## config.mk

```make
export PLATFORM = sky130hd
export DESIGN_NAME = multiword_add_sequencer_flat
export DESIGN_NICKNAME = d
export VERILOG_FILES = /design/src/rtl/multiword_add_sequencer_pkg.sv /design/src/rtl/multiword_add_sequencer_if.sv /design/src/rtl/multiword_add_sequencer_add_slice.sv /design/src/rtl/multiword_add_sequencer.sv /design/src/flat_wrapper.sv
export SDC_FILE = /design/constraint.sdc
export NUM_CORES = 1
export LEC_CHECK = 0
export CELL_PAD_IN_SITES_DETAIL_PLACEMENT = 1
export CELL_PAD_IN_SITES_GLOBAL_PLACEMENT = 1
export CORE_MARGIN = 10
export CORE_UTILIZATION = 42
export CTS_CLUSTER_DIAMETER = 120
export CTS_CLUSTER_SIZE = 25
export DETAILED_ROUTE_END_ITERATION = 6
export GPL_TIMING_DRIVEN = 0
export HOLD_SLACK_MARGIN = 0.03
export PLACE_DENSITY_LB_ADDON = 0.25
export SYNTH_ARGS = -nofsm -noshare
export SYNTH_HDL_FRONTEND = slang
export SYNTH_SLANG_ARGS = --single-unit
```

## constraint.sdc

```tcl
create_clock -name clk1 -period 6.4 [get_ports clk1]
set_input_delay 1.28 -clock clk1 [delete_from_list [all_inputs] [get_ports clk1]]
set_output_delay 1.28 -clock clk1 [all_outputs]
set_load 0.1 [all_outputs]
```

## src/rtl/multiword_add_sequencer_pkg.sv

```systemverilog
// multiword_add_sequencer_pkg: FSM state encoding and index-width helper shared by the adder sequencer
package multiword_add_sequencer_pkg;
    typedef enum logic [1:0] {IDLE = 2'd0, RUN = 2'd1, HOLD = 2'd2} state_t;
    function automatic int clog2(input int v);
        int r;
        r = 0;
        for (int i = 0; i < 31; i++)
            if ((1 << i) < v) r = i + 1;
        return r;
    endfunction
endpackage

```

## src/rtl/multiword_add_sequencer_if.sv

```systemverilog
// multiword_add_sequencer_if: operand request and result handshake bundle
// master: producer/consumer side (drives in_valid, operands, out_ready)
// slave:  sequencer side (drives in_ready, out_valid, out_sum, out_cout, out_ovf)
interface multiword_add_sequencer_if #(
    parameter int CHUNK = 8,
    parameter int WORDS = 4
);
    localparam int W = CHUNK * WORDS;
    logic         in_valid;
    logic         in_ready;
    logic [W-1:0] in_x;
    logic [W-1:0] in_y;
    logic         in_cin;
    logic         in_sub;
    logic         out_valid;
    logic         out_ready;
    logic [W-1:0] out_sum;
    logic         out_cout;
    logic         out_ovf;
    modport master (
        output in_valid, in_x, in_y, in_cin, in_sub, out_ready,
        input  in_ready, out_valid, out_sum, out_cout, out_ovf
    );
    modport slave (
        input  in_valid, in_x, in_y, in_cin, in_sub, out_ready,
        output in_ready, out_valid, out_sum, out_cout, out_ovf
    );
endinterface

```

## src/rtl/multiword_add_sequencer_add_slice.sv

```systemverilog
// add_slice: combinational CHUNK-bit ripple adder, LSB to MSB
// a, b: addends; cin: carry in; sum: result; cout: carry out of MSB;
// msb_cin: carry into the MSB, used for signed overflow detection
module add_slice #(
    parameter int CHUNK = 8
) (
    input  logic [CHUNK-1:0] a,
    input  logic [CHUNK-1:0] b,
    input  logic             cin,
    output logic [CHUNK-1:0] sum,
    output logic             cout,
    output logic             msb_cin
);
    logic [CHUNK:0] c;
    always_comb begin
        c = '0;
        sum = '0;
        c[0] = cin;
        for (int i = 0; i < CHUNK; i++) begin
            sum[i] = a[i] ^ b[i] ^ c[i];
            c[i+1] = (a[i] & b[i]) | (c[i] & (a[i] ^ b[i]));
        end
    end
    assign cout = c[CHUNK];
    assign msb_cin = c[CHUNK-1];
endmodule

```

## src/rtl/multiword_add_sequencer.sv

```systemverilog
// multiword_add_sequencer: adds/subtracts two WORDS*CHUNK-bit operands one chunk per clock on a shared slice
// clk1: clock; rst: async active-high reset; bus: slave side of the request/result handshake
module multiword_add_sequencer
    import multiword_add_sequencer_pkg::*;
#(
    parameter int CHUNK = 8,
    parameter int WORDS = 4
) (
    input logic clk1,
    input logic rst,
    multiword_add_sequencer_if.slave bus
);
    localparam int W = CHUNK * WORDS;
    localparam int IW = (WORDS > 1) ? clog2(WORDS) : 1;
    state_t state, next_state;
    logic [IW-1:0] idx;
    logic carry, cout, ovf;
    logic [W-1:0] x, y, sum;
    logic [CHUNK-1:0] s_sum;
    logic s_cout, s_msb_cin, last;
    assign last = idx == IW'(WORDS - 1);
    add_slice #(.CHUNK(CHUNK)) u_slice (
        .a(x[idx*CHUNK +: CHUNK]),
        .b(y[idx*CHUNK +: CHUNK]),
        .cin(carry),
        .sum(s_sum),
        .cout(s_cout),
        .msb_cin(s_msb_cin)
    );
    always_ff @(posedge clk1 or posedge rst)
        if (rst) state <= IDLE;
        else state <= next_state;
    always_comb
        next_state = state == IDLE ? (bus.in_valid ? RUN : IDLE) :
                     state == RUN  ? (last ? HOLD : RUN) :
                     state == HOLD ? (bus.out_ready ? IDLE : HOLD) : IDLE;
    always_comb begin
        bus.in_ready = state == IDLE;
        bus.out_valid = state == HOLD;
        bus.out_sum = sum;
        bus.out_cout = cout;
        bus.out_ovf = ovf;
    end
    // Subtraction is folded into the add: Y is inverted once at acceptance and the carry seeded with 1.
    always_ff @(posedge clk1 or posedge rst)
        if (rst) begin
            idx <= '0;
            carry <= 1'b0;
            x <= '0;
            y <= '0;
            sum <= '0;
            cout <= 1'b0;
            ovf <= 1'b0;
        end else if (state == IDLE && bus.in_valid) begin
            x <= bus.in_x;
            y <= bus.in_sub ? ~bus.in_y : bus.in_y;
            carry <= bus.in_sub | bus.in_cin;
            idx <= '0;
        end else if (state == RUN) begin
            sum[idx*CHUNK +: CHUNK] <= s_sum;
            carry <= s_cout;
            idx <= last ? '0 : idx + 1'b1;
            if (last) begin
                cout <= s_cout;
                ovf <= s_cout ^ s_msb_cin;
            end
        end
endmodule

```

## src/flat_wrapper.sv

```systemverilog
// flat-port wrapper written by rule: the top's interface ports become plain ports
module multiword_add_sequencer_flat import multiword_add_sequencer_pkg::*;
#(
    parameter int CHUNK = 8,
    parameter int WORDS = 4
)
  (clk1, rst, bus_in_valid, bus_in_x, bus_in_y, bus_in_cin, bus_in_sub, bus_out_ready, bus_in_ready, bus_out_valid, bus_out_sum, bus_out_cout, bus_out_ovf);
  multiword_add_sequencer_if #(.CHUNK(CHUNK), .WORDS(WORDS)) bus_i ();
  input logic clk1;
  input logic rst;
  input wire logic [$bits(bus_i.in_valid)-1:0] bus_in_valid;
  input wire logic [$bits(bus_i.in_x)-1:0] bus_in_x;
  input wire logic [$bits(bus_i.in_y)-1:0] bus_in_y;
  input wire logic [$bits(bus_i.in_cin)-1:0] bus_in_cin;
  input wire logic [$bits(bus_i.in_sub)-1:0] bus_in_sub;
  input wire logic [$bits(bus_i.out_ready)-1:0] bus_out_ready;
  output wire logic [$bits(bus_i.in_ready)-1:0] bus_in_ready;
  output wire logic [$bits(bus_i.out_valid)-1:0] bus_out_valid;
  output wire logic [$bits(bus_i.out_sum)-1:0] bus_out_sum;
  output wire logic [$bits(bus_i.out_cout)-1:0] bus_out_cout;
  output wire logic [$bits(bus_i.out_ovf)-1:0] bus_out_ovf;
  assign bus_i.in_valid = bus_in_valid;
  assign bus_i.in_x = bus_in_x;
  assign bus_i.in_y = bus_in_y;
  assign bus_i.in_cin = bus_in_cin;
  assign bus_i.in_sub = bus_in_sub;
  assign bus_i.out_ready = bus_out_ready;
  assign bus_in_ready = bus_i.in_ready;
  assign bus_out_valid = bus_i.out_valid;
  assign bus_out_sum = bus_i.out_sum;
  assign bus_out_cout = bus_i.out_cout;
  assign bus_out_ovf = bus_i.out_ovf;
  multiword_add_sequencer #(.CHUNK(CHUNK), .WORDS(WORDS)) u_core (.clk1(clk1), .rst(rst), .bus(bus_i));
endmodule
```

==> metrics.yaml <==
run_status:
  status: "completed"
global_routing:
  grt_pass1_vias: 3886
  grt_usage_pct: 16.5
  grt_max_degree: 57
  grt_antenna_before_repair: 0
  overflow: 0
  grt_first_pass_wirelength_um: 21300
drt:
  avgRoutedWirePerCell_um: 21.2
  vias: 3321
  drc: 0
  routed_wl_um: 13500
  dr.pass1.iters: 4
  drt.antenna.violating_nets: 0
  vias_per_cell: 5.21
  drt_iter0_drc: 121
place:
  postPlaceCellArea_um2: 6400
  dpl_worst_slack_ns: 1.43
  numPortBuffers: 104
  routabilityCongestion: 0.747
  dp_hpwl_um: 10100
synth:
  syn_nets: 454
  synth_edf_count: 0
  yosysWarnings: 0
  synthDistinctLibCells: 34
  synth_area_per_cell_um2: 13.9
  ys_ff_latch: 103
  async_flop_share_pct: 100
  synth_ff_type: "dfrtp_1"
  ys_seq_area_share_pct: 50.1
  syn-instance-count: 370
  syn_area_um2: 5140
layout:
  final_layout_size_suffix_gt1_share_pct: 26.3
  nets: 570
  antennaDiodeCount: 0
  fin_area_um2: 6670
  n_fill_cell: 1213
  layout_commonest_cell: "clkdlybuf4s50_1"
  final_cell_mix: "clkdlybuf4s50_1 (104), dfrtp_1 (103), mux2_2 (66), inv_1 (51), xor2_1 (32)"
  area_delta_synth_final_pct: 29.6
min_path:
  hold_path_end: "u_core.x[24]"
  holdCritStartpoint: "u_core.x[24]"
  hp-class: "flip-flop to flip-flop"
  hold_depth: 1
timing:
  period_share_pct: 77.6
  setup_ws_ns: 1.43
  finalSetupTns_ns: 0
  relSlewSlack_pct: 32.7
  rsz0062_at_grt: "no"
  tightest_slew_ns: 1.01
  max_freq_ghz: 0.201
  finalHoldViolCount: 0
  clock-skew-final_ns: 0.00744
  setup_viol_count_final: 0
  period_needed_ns: 4.97
  maxSlewViolCount: 0
  holdWs_ns: 0.507
floorplan:
  core_area_um2: 12000
  die_h_um: 131
  rows: 40
  die_area_um2: 17100
  die_w_um: 131
  pin_count: 106
  start_util_pct: 42.8
clock_tree:
  post_cts.repair.setup_buffers: 0
  clk_path_buf_depth: 2
  clkLatencyLatePin_ns: 0.35
  cts_tree: "done"
  cts.sinks: 103
  cts_buffers: 9
  clockRootBuffer: "clkbuf_16"
  postCtsHoldBufs: 0
  post_cts_resize_count: 0
  cts_htree_levels: 3
  cts.reportedPaths.clkPinSlew_ns: 0.07
worst_setup_path:
  worstPathMaxFanout: 10
  endpoint_kind: "flip-flop"
  worstPathArrival_ns: 5.17
  regToRegSetupSlack_ns: 1.43
  cp_common_cell: "fa_1"
  slowest_stage: "dfrtp_1"
  cp.required_ns: 6.60
  slowest_delay_ns: 0.55
  cp-start-kind: "flip-flop"
  regToRegStartpoint: "u_core.idx[0]"
  path_cells: "buf_4 > mux4_2 > inv_1 > fa_1 > fa_1 > fa_1 > fa_1 > inv_1 > fa_1 > inv_1 > fa_1 > fa_1 > inv_1 > fa_1 > inv_1 > o32ai_1"
  path_class: "flip-flop to flip-flop"
  rr_endpoint: "u_core.bus.out_sum[7]"
  r2r_cells: 16
run:
  drv_cap: 0
## sequential cells by signal, indices dropped and copies added (netlist names)
signal and flops:
u_core.bus.out_sum 32, u_core.state 2, u_core.bus.out_cout 1, u_core.x 32, u_core.bus.out_ovf 1, u_core.carry 1, u_core.idx 2, u_core.y 32
## synth_stat cells (3+ instances only)
library cell	count	area, um^2
o32ai_1	22	193
nand3b_1	3	22.5
mux2_2	66	743
buf_2	10	50.1
and3b_1	6	52.6
xor2_1	32	280
dfrtp_1	103	2580
o32ai_2	8	130
clkbuf_1	6	22.5
buf_6	7	78.8
inv_1	52	195
ha_1	6	75.1
mux4_2	16	360
fa_1	8	160
## per-stage QoR
step | utilization [%] | instances
after floorplan | - | 370
after global placement | 53.0 | 621
after detailed placement | 53.3 | 622
after CTS | 55.5 | 638
after global routing | 55.5 | 638
final | 55.5 | 638
## critical path, delay by kind of cell, from the launching register on
family	cells	cell delay, ns
adder cells (fa/ha/maj)	8	3.04
flip-flops	1	0.55
buffers and inverters	6	0.79
multiplexers	1	0.29
AO/OA/AOI/OAI	1	0.13
## routing by layer
metal  vias to the layer above  GRT usage (%)  share of wire, %
li1                       1527              -                 -
met1                      1705           20.2                44
met2                        77           27.8                50
met3                        12           4.19               4.9
met4                         0           5.04               1.3
met5                         -              0                 0
## worst max path at each step
stage	slack [ns]	to	startpoint	depth (start not counted)
floorplan	1.88	u_core.bus.out_sum[31]	u_core.idx[0]	15
global placement	0.93	u_core.y[24]	rst	2
detailed placement	1.43	u_core.bus.out_sum[7]	u_core.idx[0]	16
CTS	1.38	u_core.bus.out_sum[7]	u_core.idx[0]	16
global route	1.15	u_core.bus.out_sum[7]	u_core.idx[0]	16
finish	1.43	u_core.bus.out_sum[7]	u_core.idx[0]	16
## cell families (layout without fill, tap and decap cells)
logic type	after synthesis	after routing	synth area share, %
flops	103	103	50.1
xor+xnor	33	33	5.62
compound gates	38	38	7.52
simple gates	23	23	3.67
fa+ha+maj	14	14	4.57
mux	82	82	21.5
buf+inv	77	198	7.03
## cell type report
cell class	count	area, um^2	share of cell area [%]
multi-input combinational	190	2200	33.1
buffer	25	166	2.50
timing repair buffer	105	1070	16.0
clock buffer	13	250	3.75
inverter	52	198	2.97
clock inverter	3	18.8	0.282
sequential	103	2580	38.7
tap	147	184	2.76
Power is left out: the tool's default activity adds up to more than one toggle a clock period on the data nets, which glitch-free logic cannot reach.
